$ cat src/rtl/rod_pkg.sv
// rod_pkg: shared types and default geometry for the rod motion stage.
//   rod_state_t  - motion FSM states
//   *_DEF        - default sprite geometry and travel limits (screen pixels)
package rod_pkg;

  typedef enum logic [1:0] {
    UP       = 2'd0,
    LOWERING = 2'd1,
    DOWN     = 2'd2,
    RAISING  = 2'd3
  } rod_state_t;

  localparam int unsigned ROD_X0_DEF = 18;
  localparam int unsigned ROD_W_DEF  = 64;
  localparam int unsigned ROD_H_DEF  = 10;
  localparam int unsigned Y_UP_DEF   = 258;
  localparam int unsigned Y_DOWN_DEF = 322;
  localparam int unsigned STEP_DEF   = 2;

endpackage

$ cat src/rtl/rod_motion_ctrl_vsync_edge.sv
// vsync_edge: one-cycle frame tick on the falling edge of VGA vsync.
//   vga_clk  in  pixel clock
//   reset_n  in  asynchronous active-low reset
//   vs       in  vsync, active low, synchronous to vga_clk
//   tick     out high for the single cycle in which vs first reads low
module vsync_edge (
  input  logic vga_clk,
  input  logic reset_n,
  input  logic vs,
  output logic tick
);

  logic vs_prev_r;

  // Remember last cycle's vsync level; reset high so no spurious tick after reset
  always_ff @(posedge vga_clk or negedge reset_n) begin
    if (!reset_n) begin
      vs_prev_r <= 1'b1;
    end else begin
      vs_prev_r <= vs;
    end
  end

  assign tick = vs_prev_r & ~vs;

endmodule

$ cat src/rtl/rod_motion_ctrl.sv
// rod_motion_ctrl: moves the rod between its raised and lowered rest rows,
// one STEP per frame while hold requests it, and addresses the rod sprite ROM.
//   vga_clk      in   pixel clock
//   reset_n      in   asynchronous active-low reset
//   vs           in   vsync (active low), source of the per-frame tick
//   hold         in   1 = travel to / stay at Y_DOWN, 0 = travel to / stay at Y_UP
//   DrawX/DrawY  in   current scan pixel
//   rom_address  out  sprite ROM address (combinational, 0 outside the rod)
//   sprite_on    out  registered in-rod flag aligned with the drawer's RGB
//   rod_y        out  registered top row of the rod
//   moving       out  registered, 1 while travelling
//   at_bottom    out  registered, 1 only when resting at Y_DOWN
module rod_motion_ctrl
  import rod_pkg::*;
#(
  parameter int unsigned ROD_X0 = ROD_X0_DEF,
  parameter int unsigned ROD_W  = ROD_W_DEF,
  parameter int unsigned ROD_H  = ROD_H_DEF,
  parameter int unsigned Y_UP   = Y_UP_DEF,
  parameter int unsigned Y_DOWN = Y_DOWN_DEF,
  parameter int unsigned STEP   = STEP_DEF
) (
  input  logic       vga_clk,
  input  logic       reset_n,
  input  logic       vs,
  input  logic       hold,
  input  logic [9:0] DrawX,
  input  logic [9:0] DrawY,
  output logic [9:0] rom_address,
  output logic       sprite_on,
  output logic [9:0] rod_y,
  output logic       moving,
  output logic       at_bottom
);

  localparam logic [9:0]  X0_10     = 10'(ROD_X0);
  localparam logic [9:0]  W_10      = 10'(ROD_W);
  localparam logic [9:0]  H_10      = 10'(ROD_H);
  localparam logic [9:0]  Y_UP_10   = 10'(Y_UP);
  localparam logic [9:0]  Y_DOWN_10 = 10'(Y_DOWN);
  localparam logic [9:0]  STEP_10   = 10'(STEP);
  localparam logic [10:0] STEP_11   = 11'(STEP);

  logic       tick_s;
  rod_state_t state_r;
  rod_state_t state_next_s;
  logic [9:0] rod_y_r;
  logic [9:0] rod_y_next_s;
  logic [10:0] y_plus_s;
  logic [9:0] y_lower_s;
  logic [9:0] y_raise_s;
  logic       moving_r;
  logic       at_bottom_r;
  logic       sprite_on_r;
  logic [9:0] dx_s;
  logic [9:0] dy_s;
  logic       in_box_s;

  vsync_edge u_vsync_edge (
    .vga_clk (vga_clk),
    .reset_n (reset_n),
    .vs      (vs),
    .tick    (tick_s)
  );

  // Clamped candidate positions for one step down / up; 11-bit sum so Y_DOWN+STEP cannot wrap
  always_comb begin
    y_plus_s = {1'b0, rod_y_r} + STEP_11;
    if (y_plus_s >= {1'b0, Y_DOWN_10}) begin
      y_lower_s = Y_DOWN_10;
    end else begin
      y_lower_s = y_plus_s[9:0];
    end
    // Compare before subtracting so a large STEP never underflows below Y_UP
    if ({1'b0, rod_y_r} <= ({1'b0, Y_UP_10} + STEP_11)) begin
      y_raise_s = Y_UP_10;
    end else begin
      y_raise_s = rod_y_r - STEP_10;
    end
  end

  // Motion FSM next state; a hold change wins over a same-cycle tick, so reversals never step
  always_comb begin
    state_next_s = state_r;
    rod_y_next_s = rod_y_r;
    case (state_r)
      UP: begin
        if (hold) begin
          state_next_s = LOWERING;
        end else begin
          state_next_s = UP;
        end
      end
      LOWERING: begin
        if (!hold) begin
          state_next_s = RAISING;
        end else if (tick_s) begin
          rod_y_next_s = y_lower_s;
          if (y_lower_s == Y_DOWN_10) begin
            state_next_s = DOWN;
          end else begin
            state_next_s = LOWERING;
          end
        end else begin
          state_next_s = LOWERING;
        end
      end
      DOWN: begin
        if (!hold) begin
          state_next_s = RAISING;
        end else begin
          state_next_s = DOWN;
        end
      end
      RAISING: begin
        if (hold) begin
          state_next_s = LOWERING;
        end else if (tick_s) begin
          rod_y_next_s = y_raise_s;
          if (y_raise_s == Y_UP_10) begin
            state_next_s = UP;
          end else begin
            state_next_s = RAISING;
          end
        end else begin
          state_next_s = RAISING;
        end
      end
      default: begin
        state_next_s = UP;
        rod_y_next_s = Y_UP_10;
      end
    endcase
  end

  // Pixel window test; unsigned 10-bit differences make left/above the rod read as outside
  always_comb begin
    dx_s     = DrawX - X0_10;
    dy_s     = DrawY - rod_y_r;
    in_box_s = (dx_s < W_10) && (dy_s < H_10);
    if (in_box_s) begin
      rom_address = dx_s + (dy_s * W_10);
    end else begin
      rom_address = 10'd0;
    end
  end

  // State, position and status flags; flags decode the next state so they track state_r exactly
  always_ff @(posedge vga_clk or negedge reset_n) begin
    if (!reset_n) begin
      state_r     <= UP;
      rod_y_r     <= Y_UP_10;
      moving_r    <= 1'b0;
      at_bottom_r <= 1'b0;
      sprite_on_r <= 1'b0;
    end else begin
      state_r     <= state_next_s;
      rod_y_r     <= rod_y_next_s;
      moving_r    <= (state_next_s == LOWERING) || (state_next_s == RAISING);
      at_bottom_r <= (state_next_s == DOWN);
      sprite_on_r <= in_box_s;
    end
  end

  assign rod_y     = rod_y_r;
  assign moving    = moving_r;
  assign at_bottom = at_bottom_r;
  assign sprite_on = sprite_on_r;

endmodule

$ cat config.mk
export PLATFORM = sky130hd
export DESIGN_NAME = rod_motion_ctrl
export DESIGN_NICKNAME = d
export VERILOG_FILES = /design/src/rtl/rod_pkg.sv /design/src/rtl/rod_motion_ctrl_vsync_edge.sv /design/src/rtl/rod_motion_ctrl.sv
export SDC_FILE = /design/constraint.sdc
export NUM_CORES = 1
export LEC_CHECK = 0
export CAP_MARGIN = 20
export CORE_ASPECT_RATIO = 0.7
export CORE_UTILIZATION = 25
export DETAILED_ROUTE_END_ITERATION = 10
export GPL_ROUTABILITY_DRIVEN = 0
export PLACE_DENSITY = 0.5
export SLEW_MARGIN = 20
export SYNTH_ARGS = -nofsm -noshare
export SYNTH_HDL_FRONTEND = slang
export SYNTH_SLANG_ARGS = --single-unit
$ cat constraint.sdc
create_clock -name vga_clk -period 2.91 [get_ports vga_clk]
set_clock_uncertainty 0.05 [all_clocks]
set_input_delay 0.582 -clock vga_clk [delete_from_list [all_inputs] [get_ports vga_clk]]
set_output_delay 0.582 -clock vga_clk [all_outputs]
set_load 0.05 [all_outputs]
==> impl_metrics.toml, run 1 <==
[sta]
setup_viol = 10
fin_crit_sh_pct = 114.6
fin_hold_ws_ps = 571.6
min_period_ps = 3335
slew_headroom_pct = 44.63
report.final.slew_viol_count = 0
max_freq_mhz = 299.8
tightest_slew_ps = 827.9
final_hold_viol_count = 0
final.setup.worst_slack_ps = -425.3
rsz0062_at_grt = "true"

[logic_synthesis]
synth_area_um2 = 1927
ys_warn_count = 0
synth_top_cells_by_area = "dfrtp_1 (17%), ha_1 (10%), xnor2_1 (6.8%)"
synthTopCellsByCount = "inv_1 (19), ha_1 (16), nor2_1 (16), xnor2_1 (15)"
syn_area_per_cell_um2 = 8.199
syn_nets = 277
ys_types = 61
ys_seq_area_share_pct = 20.97
ys_ff_latch = 16
synth_edf_count = 0
synthCells = 235
synth_top_cell_by_area = "dfrtp_1"
synthMostInstantiatedCell = "inv_1"
synthFlopType = "dfrtp_1"
async_flop_share_pct = 100.0
yosys.area.top_type_share_pct = 16.88

[drt]
vias = 2106
route.detailed.drc = 0
drtAntennaViolNets = 0
finalWirelength_um = 6404
first_iter_violations = 150
post_drt_wl_per_cell_um = 15.00
avgViaCountPerCell = 4.932
dr.pass1.iters = 4

[global_route]
antenna_found_initial = 0
grt-ovfl-total = 0
gr-usage-all-layers_pct = 16.38
grt_max_degree = 17
grt_pass1_vias = 1903
grt_pass1_wl_um = 10110

[worst_setup_path]
crit_chain = "inv_2 > ha_4 > or3_1 > o21ai_1 > o2111a_1 > o2111a_1 > nand4b_1 > buf_4 > clkbuf_16 > nor3_4 > buf_12"
cp_slowest_stage_delay_ps = 410
cp_max_fo = 5
critPathCaptureType = "output port"
cp_slowest_cell = "dfrtp_2"
worstPathRequired_ps = 2280
crit_top_cell = "o2111a_1"
start_kind = "register"
timing.reg2reg.setup_slack_ps = 130
arrival_ps = 2700
crit_type = "register to output port"

[finish]
drive_above_1_share_pct = 41.64
finalNetCount = 372
final_util_pct = 45.88
diodes = 0
multiInputGateArea_um2 = 1683
fillers = 705
syn_to_final_growth_pct = 75.84
ff_latch_area_um2 = 412.9
final_cell_area_um2 = 3388

[flow_run]
drv_cap = 0

[floorplan]
die_w_um = 106.9
initial_utilization_pct = 26.09
rows = 26
io_pins = 47
coreArea_um2 = 7385
die_h_um = 75.45
dieArea_um2 = 8068

[power]
leakage_nw = 1.412
p_per_area_nw_per_um2 = 729.5
irDropWorstVdd_uv = 276.9
finalPower_w = 0.002472

[clock_tree]
cts_root_buf = "clkbuf_8"
h-tree-depth = 1
hold_buffers = 0
clk_pin_slew_worst_paths_ps = 70
clk_latency_ps = 260
cts_tree = "done"
cts_buffers = 3
cts_sinks = 16
clock_path_buffers = 2

[outcome]
failed_checks = "negative setup slack"
status = "finished with violations"

[placed_design]
placedInstanceArea_um2 = 3087
dp_worst_setup_slack_ps = -851.3
portBuffers = 46
dpl.hpwl_um = 5000

[min_path]
hp-class = "register to register"
## flip-flops by register name, summed over array words and instances, names as in the netlist
signal	cells
at_bottom	1
moving	1
rod_y	10
sprite_on	1
state_r	2
u_vsync_edge.vs_prev_r	1
## cell usage in the layout (no fill, tap or decap), drive strengths merged, types with 3 or more instances in the layout
cell type	synthesis	final
buf	8	71
clkdlybuf4s50	0	22
inv	19	19
nor2	16	16
ha	16	16
xnor2	15	15
nand2	13	13
a21oi	13	13
nor3	13	13
dfrtp	13	13
nand3	12	12
o21ai	7	7
dlygate4sd2	0	6
clkbuf	5	6
xor2	5	5
and3	4	4
a21o	4	4
nor2b	4	4
nor4	4	4
o21a	3	3
a31oi	3	3
or3	3	3
dfstp	3	3
nand4	3	3
nand2b	3	3
a2111oi	3	3
o31ai	3	3
## stage by stage
stage,TNS (ps),instances
2_1_floorplan,-3755,235
3_3_place_gp,-6891,412
3_5_place_dp,-7032,412
4_1_cts,-4066,422
5_1_grt,-4651,427
6_report,-3670,427
## layer usage
metal	GRT usage, %	vias to the layer above	wire length [µm]
met3	2.994	4	509
met5	0	-	0
met4	2.740	0	54
li1	-	1051	-
met2	23.73	68	2606
met1	25.25	983	3234
## final cells by class
class,count,area share [%]
flip-flops and latches,16,12.19
well taps,98,3.619
inverters,19,2.326
clock buffers,4,1.625
multi-input cells,187,49.67
repair buffers,103,30.58
## critical path: cells and delay by family (launching register included)
family,cells,cell delay (ps)
AND/OR/NAND/NOR,3,690
AO/OA/AOI/OAI,3,540
buffers and inverters,4,600
adder cells (fa/ha/maj),1,200
flip-flops,1,410
## worst paths after layout
kind | endpoint | cells after the start | from
max | rom_address[1] | 11 | rod_y[6]$_DFFE_PN0P_
min | rod_y[1]$_DFFE_PN1P_ | 3 | rod_y[1]$_DFFE_PN1P_
max reg2reg | rod_y[4]$_DFFE_PN0P_ | 9 | rod_y[1]$_DFFE_PN1P_
min reg2reg | rod_y[1]$_DFFE_PN1P_ | 3 | rod_y[1]$_DFFE_PN1P_
max in group asynchronous | rod_y[1]$_DFFE_PN1P_ | 2 | reset_n
min in group asynchronous | rod_y[7]$_DFFE_PN0P_ | 1 | reset_n
## report_power, final
group	internal, W	switching, W	leakage, nW
Clock	0.000120	0.0000911	0.0288
Combinational	0.000855	0.00107	1.20
Sequential	0.000296	0.0000430	0.180
Total	0.00127	0.00120	1.41
## cell families after synthesis
logic type / synth area share, %
multiplexers: 0.5195
AND/OR/NAND/NOR: 24.29
adder cells (fa/ha/maj): 12.47
flip-flops: 20.97
XOR/XNOR: 9.091
buffers and inverters: 6.818
AO/OA/AOI/OAI: 25.84
## timing repair
| action | CTS | global route |
|---|---|---|
| endpoints found under the setup margin | 10 | 10 |
| pin swaps | 36 | 25 |
| setup buffers | 5 | 5 |
| gates resized for setup | 48 | 19 |
| gates cloned | 1 | 0 |
Note: power is estimated with default switching activity, not from simulation.
==> run 2, diff against run 1 <==
--- a/config.mk
+++ b/config.mk
@@ -7,10 +7,10 @@
 export LEC_CHECK = 0
 export CAP_MARGIN = 20
 export CORE_ASPECT_RATIO = 0.7
-export CORE_UTILIZATION = 25
+export CORE_UTILIZATION = 40
 export DETAILED_ROUTE_END_ITERATION = 10
 export GPL_ROUTABILITY_DRIVEN = 0
-export PLACE_DENSITY = 0.5
+export PLACE_DENSITY = 0.71
 export SLEW_MARGIN = 20
 export SYNTH_ARGS = -nofsm -noshare
 export SYNTH_HDL_FRONTEND = slang
==> impl_metrics.toml, run 2 (synthesis gave the netlist of run 1 again) <==
[floorplan]
dieArea_um2 = 5103
die_w_um = 84.96
die_h_um = 60.07
coreArea_um2 = 4479
io_pins = 47
initial_utilization_pct = 43.02
rows = 20

[global_route]
use_met2_pct = 45.62
grt_pass1_vias = 2173
grt-ovfl-total = 0
antenna_found_initial = 0
grt_use_met1_pct = 39.86
met3_usage_pct = 5.663
gr-usage-all-layers_pct = 28.25
busiest_layer = "met2"
grt_max_degree = 17
grt_pass1_wl_um = 10850

[finish]
final_common_cell = "buf_4"
finalNetCount = 367
largest_reg_flops = 10
mostFrequentLayoutCells = "buf_4 (43), clkdlybuf4s50_1 (22), xnor2_1 (15), nor2_1 (15)"
syn_to_final_growth_pct = 72.53
drive_above_1_share_pct = 41.05
diodes = 0
fillers = 337
final_cell_area_um2 = 3324
final_cells = 379

[sta]
final_hold_viol_count = 0
fin_hold_ws_ps = 565.7
min_period_ps = 3371
rsz0062_at_grt = "true"
final.setup.worst_slack_ps = -461.4
slew_headroom_pct = 44.65
max_freq_mhz = 296.6
report.final.slew_viol_count = 0
fin_crit_sh_pct = 115.9
tightest_slew_ps = 827.7
setup_viol = 10

[worst_setup_path]
ff2ff_path_depth = 8
worst-path-buf-inv = 4
crit_chain = "buf_8 > inv_4 > ha_4 > nand2b_4 > a211oi_2 > xnor2_1 > inv_1 > ha_4 > a21o_1 > a21oi_2 > xnor2_1 > xnor2_1 > nor3_4 > buf_12"
critPathCaptureType = "output port"
crit_top_cell = "xnor2_1"
cp_slowest_cell = "ha_4"
crit_type = "input pin to output port"
cp_max_fo = 4
arrival_ps = 2740
cp_top_family = "compound AO/OA/AOI/OAI gates"
cp_slowest_stage_delay_ps = 250
cp_num_cells = 14
worstPathRequired_ps = 2280
start_kind = "input pin"

[power]
switching_power_w = 0.001262
switching_share_pct = 49.99
irDropWorstVdd_uv = 526.7
p_per_area_nw_per_um2 = 759.4
power_frac_seq_pct = 13.5
p_int_w = 0.001263
leakage_nw = 1.387
p_clk_share_pct = 8.5
combPwrFrac_pct = 78.0

[drt]
dr.pass1.iters = 8
first_iter_violations = 358
drtAntennaViolNets = 0
post_drt_wl_per_cell_um = 18.29
route.detailed.drc = 2
avgViaCountPerCell = 6.050
finalWirelength_um = 6931
vias = 2293

[clock_tree]
clock_path_buffers = 2
cts_sinks = 16
clk_pin_slew_worst_paths_ps = 70
clk_latency_ps = 260
cts_tree = "done"
cts_root_buf = "clkbuf_8"
h-tree-depth = 1
cts_buffers = 3

[placed_design]
dpl.hpwl_um = 4905
portBuffers = 46
placedInstanceArea_um2 = 3010
place_inst = 366

[outcome]
failed_checks = "design-rule violations, negative setup slack"
status = "finished with violations"

[min_path]
whs_path_depth = 3
hp-class = "register to register"

[flow_run]
drv_cap = 0
run 2: worst reg2reg max path: stages, from the launching register on:
cell and delay (ps):
dfrtp_2 400, buf_4 180, ha_1 310, nand3b_1 250
o21a_1 230, or2_4 270, a2111oi_4 620, a31oi_1 180
a2bb2oi_1 150
run 2: area by class of cell:
type / count / area (µm²) / area share, %
Multi-Input combinational cell: 187 / 1708 / 51.37
Timing Repair Buffer: 98 / 1001 / 30.11
Clock buffer: 4 / 55.05 / 1.656
Inverter: 19 / 78.83 / 2.371
Tap cell: 55 / 68.82 / 2.070
Sequential cell: 16 / 412.9 / 12.42
run 2: stage by stage:
step / total power [W] / utilization [%] / setup TNS [ps] / setup slack [ps]
after global routing: 0.002662 / 74.22 / -4366 / -564.1
after global placement: 0.002055 / 67.21 / -6846 / -803.6
after detailed placement: 0.002105 / 67.21 / -7090 / -863.1
after CTS: 0.002452 / 73.13 / -3687 / -397.4
after floorplan: 0.001525 / - / -3755 / -455.2
final: 0.002525 / 74.22 / -3587 / -461.4
run 2: final timing paths:
kind | startpoint | to | slack (ps)
worst max-delay path | DrawX[1] | rom_address[9] | -460
worst min-delay path | rod_y[1]$_DFFE_PN1P_ | rod_y[1]$_DFFE_PN1P_ | 570
worst max register to register | rod_y[2]$_DFFE_PN0P_ | rod_y[6]$_DFFE_PN0P_ | 160
worst min register to register | rod_y[1]$_DFFE_PN1P_ | rod_y[1]$_DFFE_PN1P_ | 570
max in group asynchronous | reset_n | rod_y[4]$_DFFE_PN0P_ | 1490
min in group asynchronous | reset_n | rod_y[7]$_DFFE_PN0P_ | 740
run 2: power by group through the flow:
stage	clock, W	combinational (W)	sequential [W]
6_report	0.000215	0.00197	0.000341
5_1_grt	0.000222	0.00209	0.000347
4_1_cts	0.000215	0.00190	0.000341
3_5_place_dp	0	0.00176	0.000346
3_3_place_gp	0	0.00171	0.000343
2_1_floorplan	0	0.000994	0.000532
run 2: metal layers:
metal / up-vias / part of all wire [%]
met5: - / 0
met4: 0 / 1.4
met3: 22 / 9.5
met2: 140 / 46
met1: 1082 / 43
li1: 1049 / -
run 2: repair_timing:
item / CTS / global route
hold buffers: 0 / 0
endpoints found under the hold margin: 0 / 0
setup buffers: 7 / 2
setup endpoints to repair: 10 / 10
pin swaps: 37 / 24
resized for setup: 58 / 16
==> run 3, diff against run 2 <==
--- a/config.mk
+++ b/config.mk
@@ -8,9 +8,11 @@
 export CAP_MARGIN = 20
 export CORE_ASPECT_RATIO = 0.7
 export CORE_UTILIZATION = 40
+export CTS_CLUSTER_SIZE = 24
 export DETAILED_ROUTE_END_ITERATION = 10
 export GPL_ROUTABILITY_DRIVEN = 0
 export PLACE_DENSITY = 0.71
+export SETUP_SLACK_MARGIN = 0.2
 export SLEW_MARGIN = 20
 export SYNTH_ARGS = -nofsm -noshare
 export SYNTH_HDL_FRONTEND = slang
==> impl_metrics.toml, run 3 (synthesis gave the netlist of run 1 again) <==
[outcome]
status = "finished with violations"
failed_checks = "design-rule violations, negative setup slack"

[global_route]
busiest_layer = "met2"
grt-ovfl-total = 0
antenna_found_initial = 0
grt_pass1_vias = 2173
grt_use_met1_pct = 39.86
gr-usage-all-layers_pct = 28.25
met3_usage_pct = 5.663
grt_max_degree = 17
grt_pass1_wl_um = 10850
use_met2_pct = 45.62

[drt]
finalWirelength_um = 6921
drtAntennaViolNets = 0
avgViaCountPerCell = 6.016
post_drt_wl_per_cell_um = 18.21
vias = 2286
first_iter_violations = 391
dr.pass1.iters = 10
route.detailed.drc = 2

[min_path]
hp-class = "register to register"

[power]
finalPower_w = 0.002526
irDropWorstVdd_uv = 528.4
p_per_area_nw_per_um2 = 758.0
leakage_nw = 1.393

[worst_setup_path]
worstPathRequired_ps = 2280
cp_max_fo = 4
arrival_ps = 2740
crit_type = "input pin to output port"
start_kind = "input pin"
critPathCaptureType = "output port"

[sta]
report.final.slew_viol_count = 0
tightest_slew_ps = 815.1
final_hold_viol_count = 0
slew_headroom_pct = 45.49
setup_viol = 10
max_freq_mhz = 296.5
rsz0062_at_grt = "true"
min_period_ps = 3373
final.setup.worst_slack_ps = -462.8
fin_crit_sh_pct = 115.9
fin_hold_ws_ps = 567.2

[placed_design]
place_inst = 366
dpl.hpwl_um = 4905
portBuffers = 46

[clock_tree]
h-tree-depth = 1
clk_pin_slew_worst_paths_ps = 70
clock_path_buffers = 2
cts_root_buf = "clkbuf_8"
cts_tree = "done"
cts_sinks = 16
hold_buffers = 0
clk_latency_ps = 260
cts_buffers = 3

[finish]
final_common_cell = "buf_4"
multiInputGateArea_um2 = 1708
fillers = 335
mostFrequentLayoutCells = "buf_4 (44), clkdlybuf4s50_1 (22), xnor2_1 (15), nor2_1 (15)"
diodes = 0
ff_latch_area_um2 = 412.9
final_cells = 380
drive_above_1_share_pct = 41.23
largest_reg_flops = 10
finalNetCount = 368
syn_to_final_growth_pct = 72.92

[floorplan]
die_h_um = 60.07
die_w_um = 84.96
dieArea_um2 = 5103
coreArea_um2 = 4479
io_pins = 47
initial_utilization_pct = 43.02
rows = 20

[flow_run]
drv_cap = 0
run 3: changes by cell type in the layout (fill, tap and decap cells not counted):
cell,change
buf_4,+1
run 3: critical path: stages:
cell	delay, ps
buf_8	100
inv_4	50
ha_4	140
nand2b_4	60
a211oi_2	240
xnor2_1	180
inv_1	120
ha_4	250
a21o_1	190
a21oi_2	170
xnor2_1	150
xnor2_1	130
nor3_4	220
buf_12	160
run 3: power breakdown:
part           switching, W  leakage [nW]  internal (W)  total [W]
Sequential        0.0000447         0.180      0.000296   0.000341
Combinational       0.00112          1.18      0.000850    0.00197
Clock             0.0000936        0.0288      0.000121   0.000214
run 3: worst paths after layout:
check,end,depth (start not counted),slack [ps],startpoint
setup reg to reg,rod_y[6]$_DFFE_PN0P_,8,320,rod_y[2]$_DFFE_PN0P_
hold reg to reg,rod_y[1]$_DFFE_PN1P_,3,570,rod_y[1]$_DFFE_PN1P_
max in group asynchronous,rod_y[4]$_DFFE_PN0P_,1,1510,reset_n
setup / recovery,rom_address[9],14,-460,DrawX[1]
hold / removal,rod_y[1]$_DFFE_PN1P_,3,570,rod_y[1]$_DFFE_PN1P_
min in group asynchronous,rod_y[7]$_DFFE_PN0P_,1,730,reset_n
run 3: routing by layer:
layer | share of wire (%) | up-vias | routed length (µm)
met3 | 8.8 | 19 | 612
li1 | - | 1051 | -
met2 | 46 | 133 | 3158
met1 | 44 | 1083 | 3055
met5 | 0 | - | 0
met4 | 1.4 | 0 | 94
run 3: layout make-up:
class / instances / share of cell area (%)
Sequential cell: 16 / 12.39
Clock buffer: 4 / 1.652
Multi-Input combinational cell: 187 / 51.26
Tap cell: 55 / 2.065
Inverter: 19 / 2.366
Timing Repair Buffer: 99 / 30.27
run 3: timing repair:
| item | in CTS | in global routing |
|---|---|---|
| setup buffers | 7 | 3 |
| gates resized for setup | 58 | 16 |
| endpoints found under the setup margin | 10 | 13 |
| pin swaps | 37 | 25 |
run 3: through the flow:
stage	worst slack (ps)	cell area (µm²)	setup TNS (ps)	utilization, %
global placement	-803.6	3010	-6846	67.21
CTS	-397.4	3276	-3687	73.13
global route	-564.1	3332	-4366	74.39
detailed placement	-863.1	3010	-7090	67.21
finish	-462.8	3332	-3549	74.39
floorplan	-455.2	2128	-3755	-
==> patch 1: new RTL, settings of run 2 <==
The 4 states of `rod_state_t` get a one-hot encoding in 4 bits.
--- a/src/rtl/rod_pkg.sv
+++ b/src/rtl/rod_pkg.sv
@@ -3,11 +3,11 @@
 //   *_DEF        - default sprite geometry and travel limits (screen pixels)
 package rod_pkg;
 
-  typedef enum logic [1:0] {
-    UP       = 2'd0,
-    LOWERING = 2'd1,
-    DOWN     = 2'd2,
-    RAISING  = 2'd3
+  typedef enum logic [3:0] {
+    UP       = 4'b0001,
+    LOWERING = 4'b0010,
+    DOWN     = 4'b0100,
+    RAISING  = 4'b1000
   } rod_state_t;
 
   localparam int unsigned ROD_X0_DEF = 18;
Behaviour: same outputs for any inputs over 10 cycles, from zero or initial values and one cycle with reset_n low; not proved beyond that.
==> patch 1 against run 2 <==
Wire length grew 4.0%. Synthesized area is 15% higher. The flow finishes with violations (setup timing). Largest cell class unchanged. Power decreased by 26%. Design area grew 6.9%. Worst setup slack got worse by 2.3 ps. Critical path type is now reg2out. Global-route usage decreased by 4.3 points. Hold slack improved by 31 ps. Sequential cell count increased by 2. Combinational power down 35%. Largest power group unchanged.
==> patch 1: results <==
metrics = {
    "detailed_routing": {
        "vias": 2468,
        "routed_wl_mm": 7.21,
        "met2_length_mm": 3.15,
        "drtIter0Drc": 209,
        "first_pass_iters": 5,
        "wl_met1_mm": 3.32,
        "wl_met3_um": 624,
    },
    "timing": {
        "layout_setup_ws_ps": -464,
        "finalSetupTns_ps": -4110,
        "tightest_slew_ps": 832,
        "finalSetupViolCount": 10,
    },
    "cells_and_area": {
        "multi_input_cells": 216,
        "multi_input_area_share_pct": 53.3,
        "final_core_util_pct": 67.3,
        "fillCellCount": 402,
        "final-clk-cell-share_pct": 1.55,
        "num-nonclk-inverters": 23,
        "seq_share_pct": 13.2,
    },
    "power": {
        "vdd_drop_max_v": 0.000321,
        "p_leak_nw": 1.50,
    },
    "worst_setup_path": {
        "critical_path.top_delay_family": "flip-flops",
        "critPathSlowestCell": "dfstp_4",
        "cp-start-kind": "flop",
    },
    "outcome": {
        "violations": "setup timing",
        "status": "finished, violations left",
    },
    "yosys": {
        "syn-num-nets": 314,
        "synth-seq-area-share_pct": 20.5,
        "synth_cell_types": 69,
        "synth_common_cells": "nor2_1, inv_1, ha_1, nand2_1, a21oi_1",
    },
    "grt": {
        "met1_usage_pct": 36.2,
        "grt_pass1_wl_mm": 11.1,
        "use_met2_pct": 35.7,
        "grt_util_met3_pct": 4.52,
    },
    "placement": {
        "place_area_sq_um": 3220,
        "dp_slack_ps": -736,
        "hpwl_mm": 5.19,
    },
    "min_path": {
        "hp-start": "rod_y[4]",
    },
    "clocking": {
        "clock_sinks": 18,
    },
}
## patch 1: cell families after synthesis
group	count (synthesis)	share of synthesized area, %
AO/OA/AOI/OAI	66	21.9
XOR/XNOR	20	7.89
adder cells (fa/ha/maj)	18	10.8
buffers and inverters	38	9.02
flip-flops	18	20.5
multiplexers	3	1.52
AND/OR/NAND/NOR	109	28.3
## patch 1: report_power, final
part	switching [mW]	leakage, nW	internal, mW
combinational	0.717	1.24	0.566
sequential	0.0572	0.228	0.312
clock	0.0976	0.0288	0.121
total	0.872	1.50	0.999
## patch 1: final timing paths
kind                                          end  slack (ps)
setup / recovery                   rom_address[1]        -460
setup reg to reg                         rod_y[3]         440
hold reg to reg                          rod_y[4]         600
hold / removal                           rod_y[4]         600
max in group asynchronous  u_vsync_edge.vs_prev_r        1430
min in group asynchronous                rod_y[4]         750
## patch 1: timing repair
action	4_1_cts	5_1_grt
setup endpoints to repair	10	10
cloned	0	0
pin swaps	26	24
gates resized for setup	40	26
buffers inserted	4	3
hold buffers	0	0
==> patch 2: new RTL, flow settings as in run 2 <==
Without the edit above. Add an input register stage for `vs`, `hold`, `DrawX` and `DrawY`, without a reset; this delays them by one clock. Comments in the files are not updated.
--- a/src/rtl/rod_motion_ctrl.sv
+++ b/src/rtl/rod_motion_ctrl.sv
@@ -41,6 +41,18 @@
   localparam logic [9:0]  STEP_10   = 10'(STEP);
   localparam logic [10:0] STEP_11   = 11'(STEP);
 
+  logic vs_q;
+  logic hold_q;
+  logic [9:0] DrawX_q;
+  logic [9:0] DrawY_q;
+
+  always_ff @(posedge vga_clk) begin
+    vs_q    <= vs;
+    hold_q  <= hold;
+    DrawX_q <= DrawX;
+    DrawY_q <= DrawY;
+  end
+
   logic       tick_s;
   rod_state_t state_r;
   rod_state_t state_next_s;
@@ -59,7 +71,7 @@
   vsync_edge u_vsync_edge (
     .vga_clk (vga_clk),
     .reset_n (reset_n),
-    .vs      (vs),
+    .vs      (vs_q),
     .tick    (tick_s)
   );
 
@@ -85,14 +97,14 @@
     rod_y_next_s = rod_y_r;
     case (state_r)
       UP: begin
-        if (hold) begin
+        if (hold_q) begin
           state_next_s = LOWERING;
         end else begin
           state_next_s = UP;
         end
       end
       LOWERING: begin
-        if (!hold) begin
+        if (!hold_q) begin
           state_next_s = RAISING;
         end else if (tick_s) begin
           rod_y_next_s = y_lower_s;
@@ -106,14 +118,14 @@
         end
       end
       DOWN: begin
-        if (!hold) begin
+        if (!hold_q) begin
           state_next_s = RAISING;
         end else begin
           state_next_s = DOWN;
         end
       end
       RAISING: begin
-        if (hold) begin
+        if (hold_q) begin
           state_next_s = LOWERING;
         end else if (tick_s) begin
           rod_y_next_s = y_raise_s;
@@ -135,8 +147,8 @@
 
   // Pixel window test; unsigned 10-bit differences make left/above the rod read as outside
   always_comb begin
-    dx_s     = DrawX - X0_10;
-    dy_s     = DrawY - rod_y_r;
+    dx_s     = DrawX_q - X0_10;
+    dy_s     = DrawY_q - rod_y_r;
     in_box_s = (dx_s < W_10) && (dy_s < H_10);
     if (in_box_s) begin
       rom_address = dx_s + (dy_s * W_10);
Formal check against the unedited RTL: not equivalent (Yosys sat finds a counterexample within 4 cycles, from zero or initial values and one cycle with reset_n low).
==> patch 2 against run 2 <==
The run ends with setup timing left. Sequential cell count is 22 higher. Wire length down 5.3%. Power rose by 7.2%. Hold slack worse by 270 ps. Worst setup slack gained 8.0 ps. Synthesized area rose by 29%. Die area up 28%. Sequential power up 93%. Design area up 12%.
==> patch 2: results <==
metrics = {
    "outcome": {
        "status": "finished, violations left",
        "violations": "setup timing",
    },
    "detailed_routing": {
        "routedWlPerCell_um": 15.2,
        "drtIter0Drc": 227,
        "avgViaCountPerCell": 5.52,
        "wl_met3_um": 533,
        "wl_met1_mm": 3.24,
        "first_pass_iters": 5,
        "met2_length_mm": 2.74,
    },
    "cells_and_area": {
        "fin_nets": 397,
        "drive_gt1_share_pct": 30.6,
        "fillCellCount": 465,
    },
    "yosys": {
        "ys.flop_type": "dfxtp_1",
        "synth_cell_types": 74,
        "syn-num-nets": 318,
        "postSynthAreaPerCell_sq_um": 8.98,
        "synth_common_cells": "nor2_1, dfxtp_1, inv_1",
        "async_reset_ff_share_pct": 42.1,
    },
    "timing": {
        "relSlewSlack_pct": 49.2,
        "finalSetupTns_ps": -3530,
        "layout_setup_ws_ps": -453,
        "finalSetupViolCount": 10,
    },
    "worst_setup_path": {
        "worstPathArrival_ps": 2730,
    },
    "clocking": {
        "numCtsBuffers": 5,
        "cts_max_level": 2,
    },
    "placement": {
        "hpwl_mm": 4.98,
    },
    "grt": {
        "grt_pass1_wl_mm": 10.9,
    },
    "power": {
        "p_leak_nw": 1.54,
        "vdd_drop_max_v": 0.000366,
    },
}
## patch 2: cell count changes after synthesis, moves of 4 or more
cell,before,now
dfxtp_1,0,22
nor2_1,16,25
nand3_1,12,6
o21ai_1,1,6
xnor2_1,15,10
buf_2,8,4
buf_6,0,4
nand4_1,2,6
o2bb2ai_1,0,4
## patch 2: cells by family (layout without fill, tap and decap cells)
| group | count (synthesis) | count (layout) | synth area share (%) |
|---|---|---|---|
| buf+inv | 35 | 115 | 7.52 |
| flops | 38 | 38 | 34.1 |
| mux | 1 | 1 | 0.454 |
| xor+xnor | 16 | 16 | 5.65 |
| compound gates | 72 | 72 | 21.9 |
| fa+ha+maj | 18 | 18 | 9.69 |
| simple gates | 96 | 96 | 20.7 |
## patch 2: timing repair
| action | CTS | global route |
|---|---|---|
| endpoints found under the setup margin | 10 | 10 |
| buffers inserted | 4 | 1 |
| resized for setup | 12 | 4 |
| pin swaps | 5 | 8 |
| gates cloned | 1 | 0 |
## patch 2: report_power, final
part           total [mW]  switching [mW]  internal, mW  leakage [nW]
logic                1.67           0.962         0.709          1.11
registers           0.659          0.0537         0.605         0.379
clock network       0.377           0.186         0.191        0.0515
total                2.71            1.20          1.50          1.54
## patch 2: per-stage QoR
step | power (mW) | instances | setup slack, ps | util, % | area, sq um
finish | 2.71 | 431 | -453 | 63.5 | 3710
global route | 2.90 | 431 | -587 | 63.5 | 3710
CTS | 2.69 | 430 | -465 | 63.1 | 3690
detailed placement | 2.26 | 417 | -203 | 59.6 | 3480
global placement | 2.24 | 417 | -187 | 59.6 | 3480
floorplan | 1.83 | 276 | -245 | - | 2680
## patch 2: path summary, 6_finish.rpt
| check | startpoint | to | cells past startpoint | slack, ps |
|---|---|---|---|---|
| max | rod_y[1] | rom_address[9] | 10 | -450 |
| min | vs_q | u_vsync_edge.vs_prev_r | 0 | 290 |
| max reg2reg | rod_y[1] | rod_y[5] | 8 | 180 |
| min reg2reg | vs_q | u_vsync_edge.vs_prev_r | 0 | 290 |
| max in group asynchronous | reset_n | rod_y[5] | 1 | 1590 |
| min in group asynchronous | reset_n | state_r[0] | 1 | 680 |
## patch 2: layer usage
| layer | vias to the layer above | track usage, % |
|---|---|---|
| li1 | 1169 | - |
| met1 | 1106 | 33.4 |
| met2 | 96 | 31.6 |
| met3 | 9 | 5.67 |
| met4 | 0 | 4.85 |
| met5 | - | 0 |
## patch 2: cell type report
type	count	area (sq um)	share of cell area, %
sequential	38	858	23.2
inverter	23	96.3	2.60
clock inverter	2	11.3	0.304
tap	75	93.8	2.53
clock buffer	6	82.6	2.23
timing repair buffer	84	902	24.3
multi-input combinational	203	1660	44.9
